**src/rtl/uart_pkg.sv**
```systemverilog
// uart_pkg: shared UART FSM encoding and line level for the transmitter and receiver
package uart_pkg;
   typedef enum logic [1:0] {IDLE = 2'd0, START = 2'd1, DATA = 2'd2, STOP = 2'd3} tx_state_t;
   localparam logic LINE_IDLE = 1'b1;
endpackage

```
**src/rtl/uart_tx_fifo.sv**
```systemverilog
// uart_tx_fifo: synchronous FIFO with combinational head and separate occupancy count
module uart_tx_fifo #(
   parameter int WIDTH = 8,
   parameter int DEPTH = 4,
   localparam int AW = $clog2(DEPTH)
) (
   input  logic             clk,
   input  logic             reset,
   input  logic             push,
   input  logic [WIDTH-1:0] push_data,
   input  logic             pop,
   output logic [WIDTH-1:0] pop_data,
   output logic             full,
   output logic             empty,
   output logic [AW:0]      count
);
   logic [WIDTH-1:0] mem [DEPTH];
   logic [AW-1:0] wr_ptr, rd_ptr;
   logic do_push, do_pop;
   assign full = count == (AW+1)'(DEPTH);
   assign empty = count == '0;
   assign do_push = push && !full;
   assign do_pop = pop && !empty;
   assign pop_data = mem[rd_ptr];
   always_ff @(posedge clk or posedge reset)
      if (reset) begin
         wr_ptr <= '0;
         rd_ptr <= '0;
         count <= '0;
      end else begin
         wr_ptr <= do_push ? wr_ptr + AW'(1) : wr_ptr;
         rd_ptr <= do_pop ? rd_ptr + AW'(1) : rd_ptr;
         count <= count + {{AW{1'b0}}, do_push} - {{AW{1'b0}}, do_pop};
      end
   always_ff @(posedge clk)
      if (do_push) mem[wr_ptr] <= push_data;
endmodule

```
**src/rtl/uart_bits_tx.sv**
```systemverilog
// uart_bits_tx: FIFO-buffered UART transmitter, start/data(LSB first)/stop frames on a registered line
module uart_bits_tx
   import uart_pkg::*;
#(
   parameter int DATA_BITS = 8,
   parameter int CLKS_PER_BIT = 1,
   parameter int STOP_BITS = 2,
   parameter int FIFO_DEPTH = 4
) (
   input  logic                          clk,
   input  logic                          reset,
   input  logic [DATA_BITS-1:0]          tx_data,
   input  logic                          tx_valid,
   output logic                          tx_ready,
   output logic                          tx,
   output logic                          busy,
   output logic [$clog2(FIFO_DEPTH):0]   fifo_count
);
   localparam int TW = CLKS_PER_BIT > 1 ? $clog2(CLKS_PER_BIT) : 1;
   localparam int BW = DATA_BITS > 1 ? $clog2(DATA_BITS) : 1;
   tx_state_t state, next;
   logic [TW-1:0] timer;
   logic [BW-1:0] bit_cnt;
   logic [DATA_BITS-1:0] shift, head;
   logic full, empty, pop, tick, last, tx_d;
   assign tx_ready = !full;
   uart_tx_fifo #(.WIDTH(DATA_BITS), .DEPTH(FIFO_DEPTH)) u_fifo (
      .clk(clk), .reset(reset), .push(tx_valid && tx_ready), .push_data(tx_data),
      .pop(pop), .pop_data(head), .full(full), .empty(empty), .count(fifo_count)
   );
   assign tick = timer == TW'(CLKS_PER_BIT - 1);
   // bit_cnt counts data cells in DATA and stop cells in STOP
   assign last = state == DATA ? bit_cnt == BW'(DATA_BITS - 1) : bit_cnt == BW'(STOP_BITS - 1);
   always_ff @(posedge clk or posedge reset)
      if (reset) state <= IDLE;
      else state <= next;
   always_comb begin
      next = state;
      unique case (state)
         IDLE:  if (!empty) next = START;
         START: if (tick) next = DATA;
         DATA:  if (tick && last) next = STOP;
         STOP:  if (tick && last) next = empty ? IDLE : START;
      endcase
   end
   always_comb begin
      pop = !empty && (state == IDLE || (state == STOP && tick && last));
      tx_d = state == START ? 1'b0 : state == DATA ? shift[0] : LINE_IDLE;
   end
   always_ff @(posedge clk or posedge reset)
      if (reset) begin
         timer <= '0;
         bit_cnt <= '0;
         shift <= '0;
         tx <= LINE_IDLE;
         busy <= 1'b0;
      end else begin
         timer <= (state == IDLE || tick) ? '0 : timer + TW'(1);
         bit_cnt <= (state != next || state == IDLE) ? '0 : tick ? bit_cnt + BW'(1) : bit_cnt;
         shift <= pop ? head : (state == DATA && tick) ? shift >> 1 : shift;
         tx <= tx_d;
         busy <= state != IDLE || !empty;
      end
endmodule

```
**config.mk**
```make
export PLATFORM = sky130hd
export DESIGN_NAME = uart_bits_tx
export DESIGN_NICKNAME = d
export VERILOG_FILES = /design/src/rtl/uart_pkg.sv /design/src/rtl/uart_tx_fifo.sv /design/src/rtl/uart_bits_tx.sv
export SDC_FILE = /design/constraint.sdc
export NUM_CORES = 1
export LEC_CHECK = 0
export ABC_AREA = 1
export BUFFER_PORTS_ARGS = -buffer_cell sky130_fd_sc_hd__buf_2
export CAP_MARGIN = 10
export CORE_MARGIN = 2
export CORE_UTILIZATION = 41
export DETAILED_ROUTE_END_ITERATION = 7
export GPL_TIMING_DRIVEN = 0
export PLACE_DENSITY_LB_ADDON = 0.3
export SYNTH_ARGS = -nofsm -noshare
export SYNTH_HDL_FRONTEND = slang
export SYNTH_SLANG_ARGS = --single-unit
```
**constraint.sdc**
```tcl
create_clock -name clk -period 2.6 [get_ports clk]
set_input_delay 0.26 -clock clk [delete_from_list [all_inputs] [get_ports clk]]
set_output_delay 0.26 -clock clk [all_outputs]
set_load 0.01 [all_outputs]
```
[Yosys cells after proc, flatten, opt, wreduce, memory -nomap -nowiden]
Memories as Yosys holds them, arrays and structs flattened.
Cells that the tools add are included.
Widths: inputs -> output; s select.
Cells by class
  $add $sub $neg: 6
  equality and inequality tests: 8
  mux-type cells: 16
  bitwise operators: 1
  reduce and logical (&&, ||, !) cells: 18
Operators with widths (number)
  $mux 8: 2
  $logic_and 1x1->1: 8
  $mux 2: 4
  $pmux 2 s4: 1
  $mux 1: 7
  $eq 3x3->1 const B: 2
  $mux 3: 2
  $add 2x1->2 const B: 2
  $eq 2x2->1 const B: 2
  $logic_or 1x1->1: 4
  $reduce_bool 2->1: 2
  $add 3x1->3: 1
  $add 3x1->3 const B: 1
  $eq 3x1->1 const B: 1
  $logic_not 3->1: 1
  $sub 3x1->3: 1
  $eq 2x1->1 const B: 1
  $logic_not 1->1: 2
  $logic_not 2->1: 1
  $ne 2x1->1 const B: 1
  $ne 2x2->1: 1
  $add 1x1->1 const B: 1
  $not 1->1: 1
Storage, ports and cells
  flip-flop bits (word level): 23
  memory bits (writable): 32
  input bits: 11
  output and inout port bits: 6
  word-level logic and storage cells: 59
  memories: 1
Memory list
  u_fifo.mem: depth 4, width 8, read ports 1, clocked after Yosys merged registers in 0, wr ports 1, line uart_tx_fifo.sv:17  | logic [WIDTH-1:0] mem [DEPTH];

[Depth between registers and ports, before layout]
Gate-level depths: netlist of run 1.
  depth after elaboration: 8
  mapped depth: 12

[Cells and area by module]
A second synthesis of run 1 with hierarchy kept.
Second synthesis, totals
  cell total of the unflattened synthesis: 260
  area total of the unflattened synthesis: 2606.2 um^2
Modules (own cells, without submodules)
  uart_tx_fifo: times used 1, cells an instance 160, area an instance 1729.2 um^2, seq. area each 1136.1 um^2
  uart_bits_tx: times used 1, cells an instance 100, area an instance 877.1 um^2, seq. area each 401.6 um^2

[Worst setup path after synthesis of run 1]
OpenSTA, ideal clock, no wires.
  path kind: register to register
  from: reg u_fifo.count[2]
  to: reg u_fifo.count[2]
  arrival: 1.984 ns
  data required time: 2.471 ns
  setup slack: 0.487 ns
  cell stages (with the launch flop): 10
  period minus slack after synthesis: 2.113 ns
  path through: dfrtp_1 nor3_1 inv_2 nand2_4 inv_8 ha_1 inv_1 ha_1 fa_1 xor2_1
On the way
  elaborated cells between the ends (all ways): 10
  those cells by class: add/sub: 2; eq/ne: 1; reduce/logical: 7
RTL lines
  start: declaration: line uart_tx_fifo.sv:15  | output logic [AW:0] count
  start signal: assignment: line uart_tx_fifo.sv:33  | count <= count + {{AW{1'b0}}, do_push} - {{AW{1'b0}}, do_pop};
  $logic_not 3->1 (*): line uart_tx_fifo.sv:21  | assign empty = count == '0;
  $logic_not 1->1 (*): line uart_tx_fifo.sv:23, uart_bits_tx.sv:47
  $logic_and 1x1->1: line uart_bits_tx.sv:47  | pop = !empty && (state == IDLE || (state == STOP && tick && last));
  $logic_and 1x1->1 (*): line uart_tx_fifo.sv:23  | assign do_pop = pop && !empty;
  net u_fifo.do_pop: line uart_tx_fifo.sv:19  | logic do_push, do_pop;
  $sub 3x1->3 (*): line uart_tx_fifo.sv:33
Mark *: on every way through the listed nets, which the timed path passes. The rest lies on a longest branch.
A chain may end at the register's enable or synchronous reset.

[Worst setup path in the final report of run 1]
Same ends and word-level chain as after synthesis.

==> results.py, run 1 <==
metrics = {
    "setup_path": {
        "cp-endpoint": "u_fifo.count[2]$_DFF_PP0_",
        "setup.worst_path.class": "register to register",
        "r2r_cells": 9,
        "r2r_slack_ns": 0.36,
        "endpoint_kind": "register",
        "crit_fanout": 10,
        "crit_path_start": "u_fifo.count[2]$_DFF_PP0_",
        "worst_ep_arrival_time_ns": 2.43,
        "critPathRequiredTime_ns": 2.80,
        "start_kind": "register",
        "worstReg2RegStart": "u_fifo.count[2]$_DFF_PP0_",
        "timing.rr.end": "u_fifo.count[2]$_DFF_PP0_",
    },
    "yosys": {
        "synth_area_leader_cell": "edfxtp_1",
        "seq_area_frac_synth": 0.623,
        "synthTopCellsByCount": "nand2_1 (39), edfxtp_1 (32), nor2_1 (32), inv_1 (26), dfrtp_1 (22)",
        "synthCells": 230,
        "synth_top_area_share": 0.389,
        "synth-edff-count": 32,
        "async_flop_share": 0.418,
        "syn_area_per_cell_um2": 10.7,
        "synth_area_um2": 2470,
        "ys.warnings.count": 0,
        "yosysMostFrequentCell": "nand2_1",
        "ys_types": 33,
        "ys_seq_elements": 55,
        "syn_nets": 249,
        "synthTopCellsByArea": "edfxtp_1 (39%), dfrtp_1 (22%), nand2_1 (5.9%), nor2_1 (4.9%), inv_1 (4.0%)",
        "ys.flop_type": "edfxtp_1",
    },
    "clock_network": {
        "htreeDepth": 2,
        "clockRootBuffer": "clkbuf_8",
        "cts_buffer_depth": 2,
        "cts_setup_buffers": 0,
        "clock_latency_ns": 0.31,
        "cts_resized": 0,
        "cts_sinks": 55,
        "hold_buffers": 0,
        "cts_buffers": 5,
        "clk_pin_slew_ns": 0.10,
        "cts_tree": "yes",
    },
    "global_route": {
        "grt.overflow.total": 0,
        "track_usage": 0.134,
        "grt_max_degree": 24,
        "grt_pass1_wl_um": 6680,
        "grt_pass1_vias": 1401,
        "antenna_found_initial": 0,
    },
    "route": {
        "totalWireLength_um": 4000,
        "drt_iter0_drc": 88,
        "ant_nets": 0,
        "post_drt_wl_per_cell_um": 12.2,
        "drc": 0,
        "vias": 1526,
        "firstDrtPassIters": 4,
        "via_per_inst": 4.64,
    },
    "place": {
        "dp_hpwl_um": 2720,
        "numPortBuffers": 16,
        "gp_congestion": 0.801,
    },
    "sta": {
        "clock_skew_ns": 0.0112,
        "setup_tns_ns": 0,
        "rsz0062_at_grt": "false",
        "finalSetupViolCount": 0,
        "finalCritPeriodShare": 0.860,
        "maxSlewViolCount": 0,
        "worst_pin_slew_ns": 0.915,
        "slew_headroom": 0.390,
        "whs_ns": 0.135,
        "period_needed_ns": 2.24,
        "fmax_mhz": 447,
        "hold_violations": 0,
    },
    "power_and_ir_drop": {
        "powerDensity_nw_per_um2": 1150,
        "peakVddDrop_mv": 0.410,
        "p_leak_nw": 1.18,
        "power_mw": 3.15,
    },
    "finish": {
        "nets": 272,
        "num_antenna_cells": 0,
        "drive_above_1_share": 0.193,
        "synthToLayoutAreaGrowth_pct": 10.9,
        "post-route-util": 0.465,
    },
    "run_status": {
        "status": "finished clean",
    },
    "floorplanning": {
        "placementRows": 28,
        "core_um2": 5890,
        "pin_count": 17,
        "initial_core_util": 0.419,
        "dieHeight_um": 81.6,
        "dieArea_um2": 6660,
        "die_x_um": 81.6,
    },
    "worst_hold_path": {
        "hold_class": "primary input to asynchronous set/reset pin",
    },
    "flow_run": {
        "drv_cap": 0,
    },
}
==> critical path: stages (launching register included) <==
cell     delay, ns
dfrtp_1       0.43
nor3_1        0.40
inv_2         0.08
nand2_4       0.13
inv_8         0.06
ha_1          0.26
inv_1         0.04
ha_1          0.18
fa_1          0.38
xor2_1        0.17
==> routing by layer <==
metal  global-route usage  share of wire  vias up
met4               0.0400         0.0083        0
met1                0.187           0.48      706
met2                0.211           0.47       26
met3               0.0297          0.033        2
li1                     -              -      792
met5                    0              0        -
==> through the flow <==
| step | setup WS, ns | cells | cell area, um2 |
|---|---|---|---|
| global route | 0.232 | 329 | 2740 |
| detailed placement | 0.372 | 321 | 2640 |
| CTS | 0.352 | 329 | 2740 |
| global placement | 0.376 | 321 | 2640 |
| floorplan | 0.487 | 230 | 2470 |
| finish | 0.363 | 329 | 2740 |
==> cells in the final DEF, fill, tap and decap left out, drive strengths merged, types with 5 or more instances in the layout <==
| cell | netlist | layout |
|---|---|---|
| a21oi | 7 | 7 |
| buf | 6 | 22 |
| clkbuf | 0 | 5 |
| dfrtp | 22 | 22 |
| edfxtp | 32 | 32 |
| ha | 7 | 7 |
| inv | 30 | 32 |
| nand2 | 43 | 43 |
| nand3 | 6 | 6 |
| nor2 | 35 | 35 |
| o21ai | 25 | 25 |
| xor2 | 5 | 5 |
==> flip-flops by register name (all words and copies together) (netlist names), 2 cells and up <==
register / flops
u_fifo.rd_ptr: 2
u_fifo.wr_ptr: 2
state: 2
bit_cnt: 3
u_fifo.count: 3
shift: 8
u_fifo.mem: 32
==> final cells by class <==
class | instances | area (um2)
fillers | 556 | 3150
flip-flops and latches | 55 | 1540
multi-input cells | 138 | 777
inverters | 31 | 124
well taps | 75 | 93.8
repair buffers | 16 | 80.1
clock buffers | 5 | 68.8
plain buffers | 6 | 30.0
clock inverters | 3 | 26.3
==> cells by family after synthesis <==
logic type,after synthesis,synth area share
AO/OA/AOI/OAI,37,0.0902
AND/OR/NAND/NOR,86,0.158
other,1,0.00152
adder cells (fa/ha/maj),8,0.0436
flip-flops,55,0.623
XOR/XNOR,6,0.0213
buffers and inverters,37,0.0623
==> worst min path at each step <==
stage                               from                          to  slack, ns  depth (start not counted)
detailed placement  shift[5]$_DFFE_PP0P_        shift[5]$_DFFE_PP0P_       0.46                          2
floorplan                          reset      bit_cnt[0]$_DFFE_PP0P_       0.26                          1
CTS                           tx_data[1]  u_fifo.mem[1][1]$_DFFE_PP_       0.14                          1
global route                  tx_data[4]  u_fifo.mem[0][4]$_DFFE_PP_       0.15                          1
global placement    shift[7]$_DFFE_PP0P_        shift[7]$_DFFE_PP0P_       0.46                          2
finish                             reset   u_fifo.count[2]$_DFF_PP0_       0.14                          2
==> power by group <==
part / internal, mW / switching, mW / leakage [nW]
sequential: 1.21 / 0.142 / 0.568
clock: 0.199 / 0.299 / 0.0491
combinational: 0.462 / 0.834 / 0.566
total: 1.87 / 1.28 / 1.18
Power figures use the tool's default switching activity.
==> inputs of run 2 (changes only) <==
--- a/config.mk
+++ b/config.mk
@@ -5,7 +5,6 @@
 export SDC_FILE = /design/constraint.sdc
 export NUM_CORES = 1
 export LEC_CHECK = 0
-export ABC_AREA = 1
 export BUFFER_PORTS_ARGS = -buffer_cell sky130_fd_sc_hd__buf_2
 export CAP_MARGIN = 10
 export CORE_MARGIN = 2
==> results.py, run 2 <==
metrics = {
    "run_status": {
        "status": "finished clean",
    },
    "clock_network": {
        "cts_buffer_depth": 2,
        "cts_tree": "yes",
        "clk_pin_slew_ns": 0.10,
        "cts_sinks": 55,
        "cts_buffers": 5,
        "cts_resized": 0,
        "clockRootBuffer": "clkbuf_8",
        "htreeDepth": 2,
        "hold_buffers": 0,
        "clock_latency_ns": 0.31,
        "cts_setup_buffers": 0,
    },
    "yosys": {
        "syn_area_per_cell_um2": 16.1,
        "synthTopCellsByArea": "edfxtp_1 (39%), dfrtp_1 (22%), mux2_2 (7.3%), mux4_2 (7.3%), ha_1 (3.6%)",
        "synth_area_um2": 2460,
        "syn_nets": 172,
        "synthCells": 153,
        "ys_types": 40,
        "synth-edff-count": 32,
        "synthTopCellsByCount": "edfxtp_1 (32), dfrtp_1 (22), mux2_2 (16), inv_1 (9), mux4_2 (8)",
        "seq_area_frac_synth": 0.624,
        "synth_top_area_share": 0.390,
        "ys.flop_type": "edfxtp_1",
        "ys_seq_elements": 55,
        "synth_area_leader_cell": "edfxtp_1",
        "async_flop_share": 0.418,
        "ys.warnings.count": 0,
        "yosysMostFrequentCell": "edfxtp_1",
    },
    "sta": {
        "whs_ns": 0.119,
        "slew_headroom": 0.425,
        "worst_pin_slew_ns": 0.861,
        "hold_violations": 0,
        "period_needed_ns": 2.34,
        "finalCritPeriodShare": 0.899,
        "setup_tns_ns": 0,
        "setup_slack_ns": 0.262,
        "rsz0062_at_grt": "false",
        "finalSetupViolCount": 0,
        "fmax_mhz": 428,
        "clock_skew_ns": 0.0148,
        "maxSlewViolCount": 0,
    },
    "global_route": {
        "grt_pass1_vias": 1275,
        "track_usage": 0.127,
        "grt.overflow.total": 0,
        "antenna_found_initial": 0,
        "grt_pass1_wl_um": 6160,
        "grt_max_degree": 24,
    },
    "route": {
        "drc": 0,
        "vias": 1272,
        "via_per_inst": 5.05,
        "firstDrtPassIters": 4,
        "totalWireLength_um": 3740,
        "post_drt_wl_per_cell_um": 14.8,
        "drt_iter0_drc": 56,
        "ant_nets": 0,
    },
    "place": {
        "dp_slack_ns": 0.263,
        "dp_hpwl_um": 2780,
        "gp_congestion": 0.731,
        "numPortBuffers": 16,
        "dpl_cell_area_um2": 2640,
    },
    "power_and_ir_drop": {
        "powerDensity_nw_per_um2": 1120,
        "peakVddDrop_mv": 0.459,
        "p_leak_nw": 1.05,
    },
    "finish": {
        "largest_reg_flops": 32,
        "drive_above_1_share": 0.345,
        "layout_common_cells": "edfxtp_1 (32), dfrtp_1 (22), buf_2 (18), mux2_2 (16), inv_1 (9)",
        "top_register": "u_fifo.mem",
        "num_antenna_cells": 0,
        "synthToLayoutAreaGrowth_pct": 11.6,
        "n_fill_cell": 492,
        "post-route-util": 0.470,
        "reg_top3": "u_fifo.mem: 32 flops, shift: 8 flops",
        "final_common_cell": "edfxtp_1",
        "nets": 195,
        "design_area_um2": 2750,
    },
    "floorplanning": {
        "die_x_um": 81.5,
        "pin_count": 17,
        "placementRows": 28,
        "core_um2": 5850,
        "dieArea_um2": 6640,
        "dieHeight_um": 81.5,
        "initial_core_util": 0.421,
    },
    "setup_path": {
        "critPathRequiredTime_ns": 2.79,
        "start_kind": "register",
        "setup.worst_path.class": "register to register",
        "endpoint_kind": "register",
        "crit_fanout": 10,
        "worst_ep_arrival_time_ns": 2.52,
    },
    "flow_run": {
        "drv_cap": 0,
    },
    "worst_hold_path": {
        "hold_class": "primary input to asynchronous set/reset pin",
    },
}
==> run 2: kinds of logic after synthesis <==
kind of cell,after synthesis,synth area share
simple gates,31,0.0838
other cells,1,0.00152
buf+inv,14,0.0254
mux,25,0.150
xor+xnor,6,0.0213
compound gates,13,0.0498
fa+ha+maj,8,0.0437
flops,55,0.624
==> run 2: area by class of cell <==
type	instances	area [um2]	area share
buffer	5	28.8	0.0105
sequential	55	1540	0.559
inverter	9	33.8	0.0123
multi-input combinational	84	863	0.314
tap	75	93.8	0.0341
clock buffer	6	72.6	0.0264
clock inverter	2	38.8	0.0141
timing repair buffer	16	80.1	0.0291
==> run 2: worst paths after layout <==
kind / start / endpoint / slack (ns) / cells past startpoint
hold reg to reg: shift[0]$_DFFE_PP0P_ / tx$_DFF_PP1_ / 0.54 / 2
setup / recovery: u_fifo.count[2]$_DFF_PP0_ / u_fifo.count[2]$_DFF_PP0_ / 0.26 / 8
max in group asynchronous: reset / u_fifo.count[0]$_DFF_PP0_ / 1.94 / 2
min in group clk: tx_data[7] / u_fifo.mem[1][7]$_DFFE_PP_ / 0.17 / 1
hold / removal: reset / shift[3]$_DFFE_PP0P_ / 0.12 / 2
setup reg to reg: u_fifo.count[2]$_DFF_PP0_ / u_fifo.count[2]$_DFF_PP0_ / 0.26 / 8
==> run 2: per-stage QoR <==
step | std cells | power [mW]
after floorplan | 153 | 2.29
after global placement | 244 | 2.50
after detailed placement | 244 | 2.58
after CTS | 252 | 3.13
after global routing | 252 | 3.31
final | 252 | 3.08
==> run 2: report_power, final <==
group | total (mW) | switching, mW | internal, mW | leakage [nW]
sequential | 1.37 | 0.160 | 1.21 | 0.555
combinational | 1.15 | 0.543 | 0.611 | 0.437
clock | 0.558 | 0.266 | 0.291 | 0.0558
total | 3.08 | 0.970 | 2.11 | 1.05
==> run 2: routing by layer <==
| metal | wire, um | GRT usage | part of all wire | up-vias |
|---|---|---|---|---|
| met2 | 1970 | 0.219 | 0.53 | 19 |
| li1 | - | - | - | 603 |
| met1 | 1580 | 0.151 | 0.42 | 642 |
| met5 | 0 | 0 | 0 | - |
| met3 | 115 | 0.0352 | 0.031 | 8 |
| met4 | 71 | 0.0492 | 0.019 | 0 |
==> run 2: worst max-delay path: stages, from the launching register on <==
cell and delay (ns):
dfrtp_1 0.47, or3_4 0.44, o2111ai_4 0.21, inv_1 0.10
ha_1 0.28, inv_1 0.04, ha_1 0.18, fa_1 0.38
xnor2_1 0.13
==> inputs of run 3 (changes only) <==
--- a/config.mk
+++ b/config.mk
@@ -7,7 +7,7 @@
 export LEC_CHECK = 0
 export BUFFER_PORTS_ARGS = -buffer_cell sky130_fd_sc_hd__buf_2
 export CAP_MARGIN = 10
-export CORE_MARGIN = 2
+export CORE_MARGIN = 5
 export CORE_UTILIZATION = 41
 export DETAILED_ROUTE_END_ITERATION = 7
 export GPL_TIMING_DRIVEN = 0
==> constraint.sdc (replaced) <==
create_clock -name clk -period 2.6 [get_ports clk]
set_input_delay 0.52 -clock clk [delete_from_list [all_inputs] [get_ports clk]]
set_output_delay 0.52 -clock clk [all_outputs]
set_load 0.01 [all_outputs]
==> results.py, run 3 (synthesis results as in run 2) <==
metrics = {
    "run_status": {
        "status": "finished clean",
    },
    "floorplanning": {
        "die_x_um": 87.5,
        "core_um2": 5890,
        "placementRows": 28,
        "dieHeight_um": 87.5,
        "initial_core_util": 0.419,
        "pin_count": 17,
        "dieArea_um2": 7660,
    },
    "sta": {
        "finalCritPeriodShare": 0.908,
        "slew_headroom": 0.414,
        "fmax_mhz": 424,
        "hold_violations": 0,
        "finalSetupViolCount": 0,
        "worst_pin_slew_ns": 0.878,
        "clock_skew_ns": 0.00451,
        "setup_tns_ns": 0,
        "period_needed_ns": 2.36,
        "maxSlewViolCount": 0,
        "rsz0062_at_grt": "false",
    },
    "finish": {
        "final_common_cell": "edfxtp_1",
        "top_register": "u_fifo.mem",
        "synthToLayoutAreaGrowth_pct": 11.1,
        "nets": 195,
        "largest_reg_flops": 32,
        "reg_top3": "u_fifo.mem: 32 flops, shift: 8 flops",
        "n_fill_cell": 539,
        "num_antenna_cells": 0,
        "drive_above_1_share": 0.350,
        "layout_common_cells": "edfxtp_1 (32), dfrtp_1 (22), buf_2 (18), mux2_2 (16), inv_1 (9)",
    },
    "clock_network": {
        "cts_resized": 0,
        "cts_buffer_depth": 2,
        "cts_buffers": 5,
        "htreeDepth": 2,
        "hold_buffers": 0,
        "clock_latency_ns": 0.30,
        "cts_setup_buffers": 0,
        "cts_sinks": 55,
        "cts_tree": "yes",
        "clockRootBuffer": "clkbuf_8",
        "clk_pin_slew_ns": 0.09,
    },
    "route": {
        "drt_iter0_drc": 20,
        "drc": 0,
        "post_drt_wl_per_cell_um": 15.0,
        "vias": 1269,
        "totalWireLength_um": 3770,
        "firstDrtPassIters": 4,
        "via_per_inst": 5.04,
        "ant_nets": 0,
    },
    "global_route": {
        "gr-usage-met3": 0.0265,
        "antenna_found_initial": 0,
        "grt_pass1_wl_um": 6290,
        "grt_pass1_vias": 1309,
        "grt_util_met1": 0.130,
        "grt_max_degree": 24,
        "track_usage": 0.108,
        "grt.overflow.total": 0,
        "grtUsageMet2": 0.184,
        "grt-busiest-layer": "met2",
    },
    "power_and_ir_drop": {
        "power_mw": 3.02,
        "p_leak_nw": 1.04,
        "peakVddDrop_mv": 0.503,
        "powerDensity_nw_per_um2": 1100,
    },
    "place": {
        "dp_hpwl_um": 2750,
        "gp_congestion": 0.717,
        "numPortBuffers": 16,
    },
    "setup_path": {
        "start_kind": "register",
        "worst_ep_arrival_time_ns": 2.58,
        "timing.rr.end": "u_fifo.count[2]$_DFF_PP0_",
        "r2r_cells": 8,
        "setup.worst_path.class": "register to register",
        "crit_fanout": 10,
        "endpoint_kind": "register",
        "r2r_slack_ns": 0.24,
        "critPathRequiredTime_ns": 2.82,
        "worstReg2RegStart": "u_fifo.count[2]$_DFF_PP0_",
    },
    "worst_hold_path": {
        "hold_class": "primary input to asynchronous set/reset pin",
    },
    "flow_run": {
        "drv_cap": 0,
    },
}
## run 3: changes by cell type in the layout (fill, tap and decap cells not counted), sizes merged
cell	change
clkinv	+1
inv	-1
clkinvlp	+1
bufinv	-1
## run 3: worst max-delay path by stage
stage / startpoint / to / slack [ns] / cells after the start
after floorplan: u_fifo.count[2]$_DFF_PP0_ / u_fifo.count[2]$_DFF_PP0_ / 0.36 / 8
after global placement: u_fifo.count[2]$_DFF_PP0_ / u_fifo.count[2]$_DFF_PP0_ / 0.28 / 8
after detailed placement: u_fifo.count[2]$_DFF_PP0_ / u_fifo.count[2]$_DFF_PP0_ / 0.24 / 8
after CTS: u_fifo.count[2]$_DFF_PP0_ / u_fifo.count[2]$_DFF_PP0_ / 0.22 / 8
after global routing: u_fifo.count[2]$_DFF_PP0_ / u_fifo.count[2]$_DFF_PP0_ / 0.13 / 8
final: u_fifo.count[2]$_DFF_PP0_ / u_fifo.count[2]$_DFF_PP0_ / 0.24 / 8
## run 3: metrics by stage
step	cells	worst slack [ns]	area [um2]	hold slack (ns)	utilization
finish	252	0.240	2740	0.387	0.465
global route	252	0.133	2740	0.418	0.465
CTS	252	0.219	2740	0.415	0.465
detailed placement	244	0.243	2640	0.520	0.448
global placement	244	0.284	2640	0.522	0.448
floorplan	153	0.363	2460	0.492	-
## run 3: area by class of cell
| class | instances | area [um2] | share of cell area |
|---|---|---|---|
| buffer | 5 | 28.8 | 0.0105 |
| clock buffer | 6 | 82.6 | 0.0302 |
| clock inverter | 2 | 16.3 | 0.00594 |
| inverter | 9 | 33.8 | 0.0123 |
| multi-input combinational | 84 | 863 | 0.316 |
| sequential | 55 | 1540 | 0.562 |
| tap | 75 | 93.8 | 0.0343 |
| timing repair buffer | 16 | 80.1 | 0.0293 |
## run 3: layer usage
layer / part of all wire / vias to the layer above / routed length, um
met4: 0.018 / 0 / 68
met1: 0.43 / 642 / 1620
met3: 0.029 / 7 / 109
li1: - / 607 / -
met2: 0.52 / 13 / 1970
met5: 0 / - / 0
## run 3: report_power, final
group,switching (mW),internal [mW],total [mW]
logic,0.554,0.610,1.16
clock network,0.269,0.218,0.487
registers,0.159,1.21,1.37
total,0.982,2.04,3.02
## run 3: critical path, stage by stage, from the launching register on
cell	delay, ns
dfrtp_1	0.48
or3_4	0.45
o2111ai_4	0.21
inv_1	0.09
ha_1	0.28
inv_1	0.04
ha_1	0.19
fa_1	0.38
xnor2_1	0.18
